[src/rtl/pwm_multi_if.sv]
// Control/status bundle for the multi-channel PWM generator.
// The register/control side uses the master modport, the PWM core uses slave.
interface pwm_multi_if #(
    parameter int CHANNELS    = 4,
    parameter int WIDTH       = 8,
    parameter int PRESC_WIDTH = 8
);
    localparam int CH_W = (CHANNELS > 1) ? $clog2(CHANNELS) : 1;

    logic                   enable;
    logic [PRESC_WIDTH-1:0] prescale;
    logic                   center_mode;
    logic                   duty_wr;
    logic [CH_W-1:0]        duty_ch;
    logic [WIDTH-1:0]       duty_val;
    logic [CHANNELS-1:0]    pwm_out;
    logic                   period_start;

    modport master (
        output enable, prescale, center_mode, duty_wr, duty_ch, duty_val,
        input  pwm_out, period_start
    );

    modport slave (
        input  enable, prescale, center_mode, duty_wr, duty_ch, duty_val,
        output pwm_out, period_start
    );
endinterface

[src/rtl/pwm_multi.sv]
// Multi-channel PWM with a shared prescaled period counter, edge/center
// alignment and double-buffered duty registers that only load at a period boundary.
module pwm_multi #(
    parameter int CHANNELS    = 4,
    parameter int WIDTH       = 8,
    parameter int PRESC_WIDTH = 8
) (
    input logic       clk,
    input logic       rst_n,
    pwm_multi_if.slave bus
);
    localparam int               CH_W = (CHANNELS > 1) ? $clog2(CHANNELS) : 1;
    localparam logic [WIDTH-1:0] MAX  = '1;

    typedef enum logic {
        DIR_UP   = 1'b0,
        DIR_DOWN = 1'b1
    } dir_t;

    logic [PRESC_WIDTH-1:0] r_pre_cnt;
    logic [WIDTH-1:0]       r_cnt;
    dir_t                   r_dir;
    logic                   r_mode_act;
    logic [WIDTH-1:0]       r_duty_sh  [CHANNELS];
    logic [WIDTH-1:0]       r_duty_act [CHANNELS];
    logic [CHANNELS-1:0]    r_pwm_out;
    logic                   r_period_start;

    logic                   w_tick;
    logic                   w_boundary;
    logic [WIDTH-1:0]       w_cnt_next;
    dir_t                   w_dir_next;

    assign w_tick     = bus.enable && (r_pre_cnt == bus.prescale);
    assign w_boundary = w_tick && (w_cnt_next == '0);

    // Next count/direction; center mode turns around as soon as a limit is reached
    always_comb begin
        w_cnt_next = r_cnt;
        w_dir_next = r_dir;
        if (!r_mode_act) begin
            w_cnt_next = r_cnt + 1'b1;
            w_dir_next = DIR_UP;
        end else if (r_dir == DIR_UP) begin
            w_cnt_next = r_cnt + 1'b1;
            if (w_cnt_next == MAX) begin
                w_dir_next = DIR_DOWN;
            end
        end else begin
            w_cnt_next = r_cnt - 1'b1;
            if (w_cnt_next == '0) begin
                w_dir_next = DIR_UP;
            end
        end
    end

    always_ff @(posedge clk or negedge rst_n) begin
        if (!rst_n) begin
            r_pre_cnt      <= '0;
            r_cnt          <= '0;
            r_dir          <= DIR_UP;
            r_mode_act     <= 1'b0;
            r_period_start <= 1'b0;
        end else if (!bus.enable) begin
            r_pre_cnt      <= '0;
            r_cnt          <= '0;
            r_dir          <= DIR_UP;
            r_mode_act     <= bus.center_mode;
            r_period_start <= 1'b0;
        end else begin
            r_period_start <= w_boundary;
            if (w_tick) begin
                r_pre_cnt <= '0;
                r_cnt     <= w_cnt_next;
                r_dir     <= w_boundary ? DIR_UP : w_dir_next;
                if (w_boundary) begin
                    r_mode_act <= bus.center_mode;
                end
            end else begin
                r_pre_cnt <= r_pre_cnt + 1'b1;
            end
        end
    end

    // Active duties copy the pre-write shadow, so a write on the boundary lands one period later
    always_ff @(posedge clk or negedge rst_n) begin
        if (!rst_n) begin
            for (int i = 0; i < CHANNELS; i++) begin
                r_duty_sh[i]  <= '0;
                r_duty_act[i] <= '0;
            end
        end else begin
            for (int i = 0; i < CHANNELS; i++) begin
                if (bus.duty_wr && (bus.duty_ch == CH_W'(i))) begin
                    r_duty_sh[i] <= bus.duty_val;
                end
                if (!bus.enable || w_boundary) begin
                    r_duty_act[i] <= r_duty_sh[i];
                end
            end
        end
    end

    always_ff @(posedge clk or negedge rst_n) begin
        if (!rst_n) begin
            r_pwm_out <= '0;
        end else if (!bus.enable) begin
            r_pwm_out <= '0;
        end else begin
            for (int i = 0; i < CHANNELS; i++) begin
                r_pwm_out[i] <= (r_cnt < r_duty_act[i]);
            end
        end
    end

    assign bus.pwm_out      = r_pwm_out;
    assign bus.period_start = r_period_start;
endmodule

[src/flat_wrapper.sv]
// flat-port wrapper written by rule: the top's interface ports become plain ports
module pwm_multi_flat 
#(
    parameter int CHANNELS    = 4,
    parameter int WIDTH       = 8,
    parameter int PRESC_WIDTH = 8
)
  (clk, rst_n, bus_enable, bus_prescale, bus_center_mode, bus_duty_wr, bus_duty_ch, bus_duty_val, bus_pwm_out, bus_period_start);
  pwm_multi_if #(.CHANNELS(CHANNELS), .WIDTH(WIDTH), .PRESC_WIDTH(PRESC_WIDTH)) bus_i ();
  input logic clk;
  input logic rst_n;
  input wire logic [$bits(bus_i.enable)-1:0] bus_enable;
  input wire logic [$bits(bus_i.prescale)-1:0] bus_prescale;
  input wire logic [$bits(bus_i.center_mode)-1:0] bus_center_mode;
  input wire logic [$bits(bus_i.duty_wr)-1:0] bus_duty_wr;
  input wire logic [$bits(bus_i.duty_ch)-1:0] bus_duty_ch;
  input wire logic [$bits(bus_i.duty_val)-1:0] bus_duty_val;
  output wire logic [$bits(bus_i.pwm_out)-1:0] bus_pwm_out;
  output wire logic [$bits(bus_i.period_start)-1:0] bus_period_start;
  assign bus_i.enable = bus_enable;
  assign bus_i.prescale = bus_prescale;
  assign bus_i.center_mode = bus_center_mode;
  assign bus_i.duty_wr = bus_duty_wr;
  assign bus_i.duty_ch = bus_duty_ch;
  assign bus_i.duty_val = bus_duty_val;
  assign bus_pwm_out = bus_i.pwm_out;
  assign bus_period_start = bus_i.period_start;
  pwm_multi #(.CHANNELS(CHANNELS), .WIDTH(WIDTH), .PRESC_WIDTH(PRESC_WIDTH)) u_core (.clk(clk), .rst_n(rst_n), .bus(bus_i));
endmodule
[config.mk]
export PLATFORM = sky130hd
export DESIGN_NAME = pwm_multi_flat
export DESIGN_NICKNAME = d
export VERILOG_FILES = /design/src/rtl/pwm_multi_if.sv /design/src/rtl/pwm_multi.sv /design/src/flat_wrapper.sv
export SDC_FILE = /design/constraint.sdc
export NUM_CORES = 1
export LEC_CHECK = 0
export ABC_AREA = 1
export CORE_ASPECT_RATIO = 0.8
export CORE_UTILIZATION = 40
export DETAILED_ROUTE_END_ITERATION = 16
export GPL_TIMING_DRIVEN = 1
export PLACE_DENSITY = 0.64
export SYNTH_ARGS = -nofsm -noshare
export SYNTH_HDL_FRONTEND = slang
export SYNTH_SLANG_ARGS = --single-unit
export TNS_END_PERCENT = 20
[constraint.sdc]
create_clock -name clk -period 2.7 [get_ports clk]
set_input_delay 0.54 -clock clk [delete_from_list [all_inputs] [get_ports clk]]
set_output_delay 0.54 -clock clk [all_outputs]
set_load 0.01 [all_outputs]
==> results.py, run 1 <==
metrics = {
    "sta": {
        "max_freq_mhz": 409.3,
        "slew_headroom_pct": 51.98,
        "fin_skew_ns": 0.008952,
        "min_period_ns": 2.443,
        "worst_pin_slew_ns": 0.7203,
        "setup_viol": 0,
        "hold_violations": 0,
        "rsz0062_at_grt": "false",
        "fin_crit_sh_pct": 90.48,
        "fin_ws_ns": 0.2569,
        "maxSlewViolCount": 0,
        "fin_setup_tns_ns": 0,
    },
    "cts": {
        "cts_tree": "built",
        "clkLatencyLatePin_ns": 0.35,
        "post-cts-setup-buffers": 0,
        "clk_path_buf_depth": 2,
        "htree_levels": 3,
        "postCtsHoldBufs": 0,
        "ctsResizeCount": 0,
        "cts.sinks": 87,
        "cts.reportedPaths.clkPinSlew_ns": 0.07,
        "clockRootBuffer": "clkbuf_16",
        "numCtsBuffers": 9,
    },
    "pwr": {
        "p_leak_nw": 2.794,
        "max-vdd-ir-drop_uv": 525.9,
        "p_per_area_mw_per_mm2": 604.1,
    },
    "critical_path": {
        "required_ns": 2.99,
        "crit_top_cell": "nand2_1",
        "rr_worst_depth": 12,
        "cp_slowest_cell": "dfrtp_1",
        "crit_fanout": 33,
        "startpoint": "u_core.r_cnt[2]$_DFFE_PN0P_",
        "slowest_delay_ns": 0.81,
        "startpoint_type": "flip-flop",
        "rr_endpoint": "u_core.r_duty_act[27]$_DFFE_PN0P_",
        "reg2reg_slack_ns": 0.26,
        "worstSetupEndpointType": "flip-flop",
        "worstPathArrival_ns": 2.73,
        "crit_path_end": "u_core.r_duty_act[27]$_DFFE_PN0P_",
        "critical_path.cell_chain": "inv_2 -> nand2_1 -> nand2_1 -> nand2_1 -> o21ai_1 -> nor2_1 -> nand2_1 -> nor2_2 -> nand3_4 -> nand2_4 -> nand2_1 -> nand2_1",
        "worstReg2RegStart": "u_core.r_cnt[2]$_DFFE_PN0P_",
        "path_class": "reg2reg",
    },
    "drt": {
        "vias": 3913,
        "ant_nets": 0,
        "drt-pass1-iter-count": 4,
        "drtIter0Drc": 180,
        "vias_per_cell": 5.095,
        "wl_mm": 11.51,
        "routedWlPerCell_um": 14.98,
        "drc": 0,
    },
    "yosys": {
        "synthTopCellsByCount": "nand2_1, dfrtp_1, inv_1",
        "synthCells": 589,
        "synthesis.area_mm2": 0.004698,
        "yosys.area.top_type_share_pct": 46.34,
        "synthArstFlopShare_pct": 100.0,
        "syn_area_per_cell_um2": 7.977,
        "synth_most_common_cell": "nand2_1",
        "synthesis.nets": 645,
        "yosysTopAreaCell": "dfrtp_1",
        "ys.flop_type": "dfrtp_1",
        "synth_warnings": 0,
        "ys_ff_latch": 87,
        "synth_edf_count": 0,
        "ys_types": 29,
        "yosysSeqAreaShare_pct": 46.34,
        "synth.top_cells.by_area": "dfrtp_1, nand2_1, ha_1, nand3_1, inv_1",
    },
    "floorplan": {
        "start_util_pct": 40.95,
        "dieArea_mm2": 0.01219,
        "dieWidth_um": 123.2,
        "die_h_um": 98.94,
        "core_area_mm2": 0.01147,
        "std_cell_rows": 35,
        "io_pins": 28,
    },
    "place": {
        "io_buffers": 27,
        "hpwl_mm": 8.093,
        "dp_worst_setup_slack_ns": 0.1547,
        "gp_congestion": 0.8729,
    },
    "layout": {
        "area_growth_pct": 15.02,
        "fillers": 1166,
        "finalNetCount": 672,
        "drive_above_1_share_pct": 6.613,
        "antenna_cells": 0,
    },
    "global_route": {
        "antenna_found_initial": 0,
        "grt-ovfl-total": 0,
        "grt_use_total_pct": 21.11,
        "grt_pass1_wl_mm": 19.42,
        "first_global_vias": 3889,
        "grt_max_degree": 45,
    },
    "outcome": {
        "status": "completed",
    },
    "job": {
        "drv_cap": 0,
    },
    "min_path": {
        "hold_class": "in2async",
    },
}
[stage by stage]
step	std cells	power [W]	cell area, um2	utilization, %	hold slack (ns)
6_report	768	0.003265	5404	47.10	0.1926
5_1_grt	768	0.003437	5404	47.10	0.2476
4_1_cts	768	0.003293	5404	47.10	0.2185
3_5_place_dp	753	0.002023	5106	44.50	0.4529
3_3_place_gp	753	0.002004	5106	44.50	0.4527
2_1_floorplan	589	0.001842	4698	-	0.2444
[worst min path at each step]
| stage | start | slack (ns) | cells after the start | end |
|---|---|---|---|---|
| 2_1_floorplan | rst_n | 0.24 | 0 | u_core.bus.period_start$_DFF_PN0_ |
| 3_3_place_gp | u_core.r_duty_sh[31]$_DFFE_PN0P_ | 0.45 | 2 | u_core.r_duty_act[31]$_DFFE_PN0P_ |
| 3_5_place_dp | u_core.r_duty_sh[0]$_DFFE_PN0P_ | 0.45 | 2 | u_core.r_duty_act[0]$_DFFE_PN0P_ |
| 4_1_cts | rst_n | 0.22 | 1 | u_core.r_mode_act$_DFFE_PN0P_ |
| 5_1_grt | rst_n | 0.25 | 1 | u_core.r_pre_cnt[6]$_DFF_PN0_ |
| 6_report | rst_n | 0.19 | 1 | u_core.bus.period_start$_DFF_PN0_ |
[final cells by class]
class,instances,area [um2],area share (%)
Clock buffer,11,242.7,4.492
Clock inverter,4,55.05,1.019
Inverter,81,304.0,5.626
Multi-Input combinational cell,404,2115,39.13
Sequential cell,87,2177,40.29
Tap cell,148,185.2,3.427
Timing Repair Buffer,33,325.3,6.020
[flip-flops by register name, summed over array words and instances, names as in the netlist]
name and count:
u_core.r_duty_act 32, u_core.r_duty_sh 32, u_core.r_cnt 8, u_core.r_pre_cnt 8
u_core.bus.pwm_out 4, u_core.bus.period_start 1, u_core.r_dir 1, u_core.r_mode_act 1
[critical path, delay by kind of cell (launching register included)]
family,cells,cell delay (ns)
compound gates,1,0.13
flops,1,0.81
buf+inv,1,0.14
simple gates,10,1.28
[cell families (layout without fill, tap and decap cells)]
kind of cell / Yosys count / in the layout / share of synthesized area (%)
DFF: 87 / 87 / 46.34
xor gates and xnor gates: 2 / 2 / 0.3729
and+or+nand+nor: 284 / 284 / 25.99
adders and majority gates: 33 / 33 / 8.788
buffers and inverters: 98 / 129 / 8.655
AOI/OAI and AO/OA: 85 / 85 / 9.854
[per-layer routing]
| metal | vias up | global-route usage (%) | wire (um) | share of wire (%) |
|---|---|---|---|---|
| met1 | 1860 | 29.87 | 5531 | 48 |
| met5 | - | 0 | 0 | 0 |
| li1 | 1954 | - | - | - |
| met3 | 14 | 3.993 | 693 | 6.0 |
| met2 | 85 | 32.40 | 5096 | 44 |
| met4 | 0 | 7.044 | 184 | 1.6 |
[power breakdown]
group	switching (W)	total (W)	internal (W)
Clock	0.000522	0.00127	0.000744
Combinational	0.000249	0.000431	0.000182
Sequential	0.0000993	0.00157	0.00147
[cells in the final DEF, fill, tap and decap left out, types with 2 or more instances in the layout]
master / synthesis / routed
nand4_1: 4 / 4
nor2_4: 2 / 2
o21ai_2: 2 / 2
o21ai_1: 4 / 4
clkbuf_16: 0 / 9
dfrtp_1: 87 / 87
ha_1: 33 / 33
nand3_2: 3 / 3
nor3_1: 6 / 6
o21ai_0: 43 / 43
a21boi_0: 4 / 4
nor2_2: 3 / 3
o211ai_1: 4 / 4
clkdlybuf4s50_1: 0 / 26
inv_1: 74 / 74
o22ai_1: 6 / 6
nand3_1: 58 / 58
buf_4: 1 / 6
nor2_1: 25 / 25
a21oi_1: 21 / 21
inv_2: 7 / 7
xor2_1: 2 / 2
nand2_1: 180 / 180
Power figures use the tool's default switching activity.
==> run 2, diff against run 1 <==
- CORE_UTILIZATION: 40 -> 42
- PLACE_DENSITY: 0.64 -> 0.69
- clock period: 2.7 -> 1.95 ns (I/O delays scaled with it)
==> run 2 against run 1 <==
The flow now finishes with violations (setup timing). Via count up 2.2%. Clock-buffer cell count up 1. Die area down 4.7%. Final cell count up 3.5%. Critical path depth unchanged. Non-clock buffer count up 30. Combinational power up 51%. Power up 40%. Register-to-register slack worse by 0.30 ns. Worst hold slack better by 0.27 ns. Sequential power up 39%. Largest cell class is now multi-input gates.
==> results.py, run 2 (synthesis gave the netlist of run 1 again) <==
metrics = {
    "pwr": {
        "p_leak_nw": 2.978,
        "p_per_area_mw_per_mm2": 784.8,
        "max-vdd-ir-drop_uv": 568.2,
    },
    "layout": {
        "area_growth_pct": 24.02,
        "layout_common_cells": "nand2_1, dfrtp_1, inv_1",
        "antenna_cells": 0,
        "postLayoutCellArea_mm2": 0.005827,
        "finalNetCount": 702,
        "finalNonFillerCells": 795,
        "reg.largest.list": "u_core.r_duty_act x32, u_core.r_duty_sh x32",
        "drive_above_1_share_pct": 14.29,
        "final_common_cell": "nand2_1",
        "utilization_pct": 53.50,
    },
    "place": {
        "hpwl_mm": 8.016,
        "placed_cell_area_mm2": 0.005310,
        "dp_cells": 770,
        "gp_congestion": 0.8464,
        "io_buffers": 27,
    },
    "sta": {
        "maxSlewViolCount": 0,
        "setup_viol": 34,
        "fin_ws_ns": -0.04634,
        "min_period_ns": 1.996,
        "fin_skew_ns": 0.007997,
        "hold_violations": 0,
        "fin_crit_sh_pct": 102.4,
        "rsz0062_at_grt": "true",
        "max_freq_mhz": 500.9,
        "worst_pin_slew_ns": 0.5417,
        "slew_headroom_pct": 63.80,
    },
    "floorplan": {
        "dieArea_mm2": 0.01162,
        "core_area_mm2": 0.01089,
        "dieWidth_um": 120.3,
        "io_pins": 28,
        "die_h_um": 96.60,
        "start_util_pct": 43.14,
        "std_cell_rows": 34,
    },
    "critical_path": {
        "worstReg2RegStart": "u_core.r_cnt[0]$_DFFE_PN0P_",
        "crit_top_cell": "nand2_1",
        "startpoint": "u_core.r_cnt[0]$_DFFE_PN0P_",
        "startpoint_type": "flip-flop",
        "rr_worst_depth": 12,
        "slowest_delay_ns": 0.40,
        "cp.depth": 12,
        "cp.buffers_inverters": 2,
        "crit_family": "simple AND/OR/NAND/NOR gates",
        "rr_endpoint": "u_core.r_duty_act[14]$_DFFE_PN0P_",
        "reg2reg_slack_ns": -0.05,
        "cp_slowest_cell": "dfrtp_2",
        "path_class": "reg2reg",
        "crit_fanout": 8,
        "worstPathArrival_ns": 2.28,
        "critical_path.cell_chain": "inv_2 -> ha_4 -> xor2_2 -> nand2_1 -> nor2_2 -> nand2_2 -> nor2_4 -> nand3_4 -> nand2_8 -> clkbuf_16 -> nand2_1 -> nand2_1",
        "crit_path_end": "u_core.r_duty_act[14]$_DFFE_PN0P_",
        "worstSetupEndpointType": "flip-flop",
        "required_ns": 2.24,
    },
    "cts": {
        "cts.sinks": 87,
        "cts_tree": "built",
        "clk_path_buf_depth": 2,
        "htree_levels": 3,
        "cts.reportedPaths.clkPinSlew_ns": 0.06,
        "numCtsBuffers": 9,
        "clockRootBuffer": "clkbuf_16",
        "clkLatencyLatePin_ns": 0.35,
    },
    "global_route": {
        "first_global_vias": 4065,
        "grt_use_total_pct": 21.06,
        "grt-ovfl-total": 0,
        "grt_max_degree": 46,
        "antenna_found_initial": 0,
        "grt_pass1_wl_mm": 19.35,
    },
    "drt": {
        "drtIter0Drc": 300,
        "vias_per_cell": 5.033,
        "vias": 4001,
        "drc": 0,
        "drt-pass1-iter-count": 5,
        "ant_nets": 0,
        "wl_mm": 11.54,
        "routedWlPerCell_um": 14.51,
    },
    "outcome": {
        "violations": "setup timing",
        "status": "complete, but fails checks",
    },
    "job": {
        "drv_cap": 0,
    },
    "min_path": {
        "hold_class": "reg2reg",
    },
}
==> run 2: through the flow <==
step | total power (W) | hold WS, ns | setup WS (ns) | setup TNS (ns)
2_1_floorplan | 0.002551 | 0.09441 | 0.008753 | 0
3_3_place_gp | 0.002800 | 0.3584 | -0.2259 | -7.505
3_5_place_dp | 0.002833 | 0.3648 | -0.2620 | -9.225
4_1_cts | 0.004582 | 0.4726 | 0.001364 | 0
5_1_grt | 0.004802 | 0.4942 | -0.1462 | -4.576
6_report | 0.004573 | 0.4645 | -0.04634 | -0.9417
==> run 2: where the power goes <==
| part | switching (W) | internal (W) | total [W] |
|---|---|---|---|
| clock network | 0.000741 | 0.00100 | 0.00174 |
| registers | 0.000144 | 0.00203 | 0.00218 |
| logic | 0.000365 | 0.000287 | 0.000652 |
==> run 2: worst min path at each step <==
stage	startpoint	end	slack, ns	depth (start not counted)
floorplan	rst_n	u_core.bus.period_start$_DFF_PN0_	0.09	0
CTS	u_core.r_duty_sh[8]$_DFFE_PN0P_	u_core.r_duty_act[8]$_DFFE_PN0P_	0.47	2
global route	u_core.r_duty_sh[15]$_DFFE_PN0P_	u_core.r_duty_act[15]$_DFFE_PN0P_	0.49	2
finish	u_core.r_duty_sh[8]$_DFFE_PN0P_	u_core.r_duty_act[8]$_DFFE_PN0P_	0.46	2
global placement	rst_n	u_core.r_cnt[0]$_DFFE_PN0P_	0.36	1
detailed placement	rst_n	u_core.r_cnt[0]$_DFFE_PN0P_	0.36	1
==> run 2: routing by layer <==
layer	global-route usage [%]	up-vias	share of wire [%]
li1	-	2012	-
met1	30.16	1905	50
met2	31.70	72	45
met3	4.127	12	3.3
met4	7.407	0	1.7
met5	0	-	0
==> run 2: cell type report <==
class                           instances  area, um2
Inverter                               81      304.0
Tap cell                              144      180.2
Multi-Input combinational cell        404       2200
Timing Repair Buffer                   63      669.4
Sequential cell                        87       2182
Clock buffer                           12      236.5
Fill cell                            1036       5064
Clock inverter                          4      55.05
==> run 2: worst reg2reg max path: stages, from the launching register on <==
cell,delay [ns]
dfrtp_2,0.40
inv_2,0.07
ha_4,0.27
xor2_2,0.15
nand2_1,0.08
nor2_2,0.13
nand2_2,0.09
nor2_4,0.15
nand3_4,0.15
nand2_8,0.15
clkbuf_16,0.17
nand2_1,0.06
nand2_1,0.05
==> run 2: timing repair <==
action / CTS / global route
setup endpoints to repair: 34 / 34
hold buffers: 1 / 0
hold endpoints to repair: 28 / 0
cloned: 1 / 2
gates resized for setup: 11 / 20
setup buffers: 2 / 4
pin swaps: 4 / 10
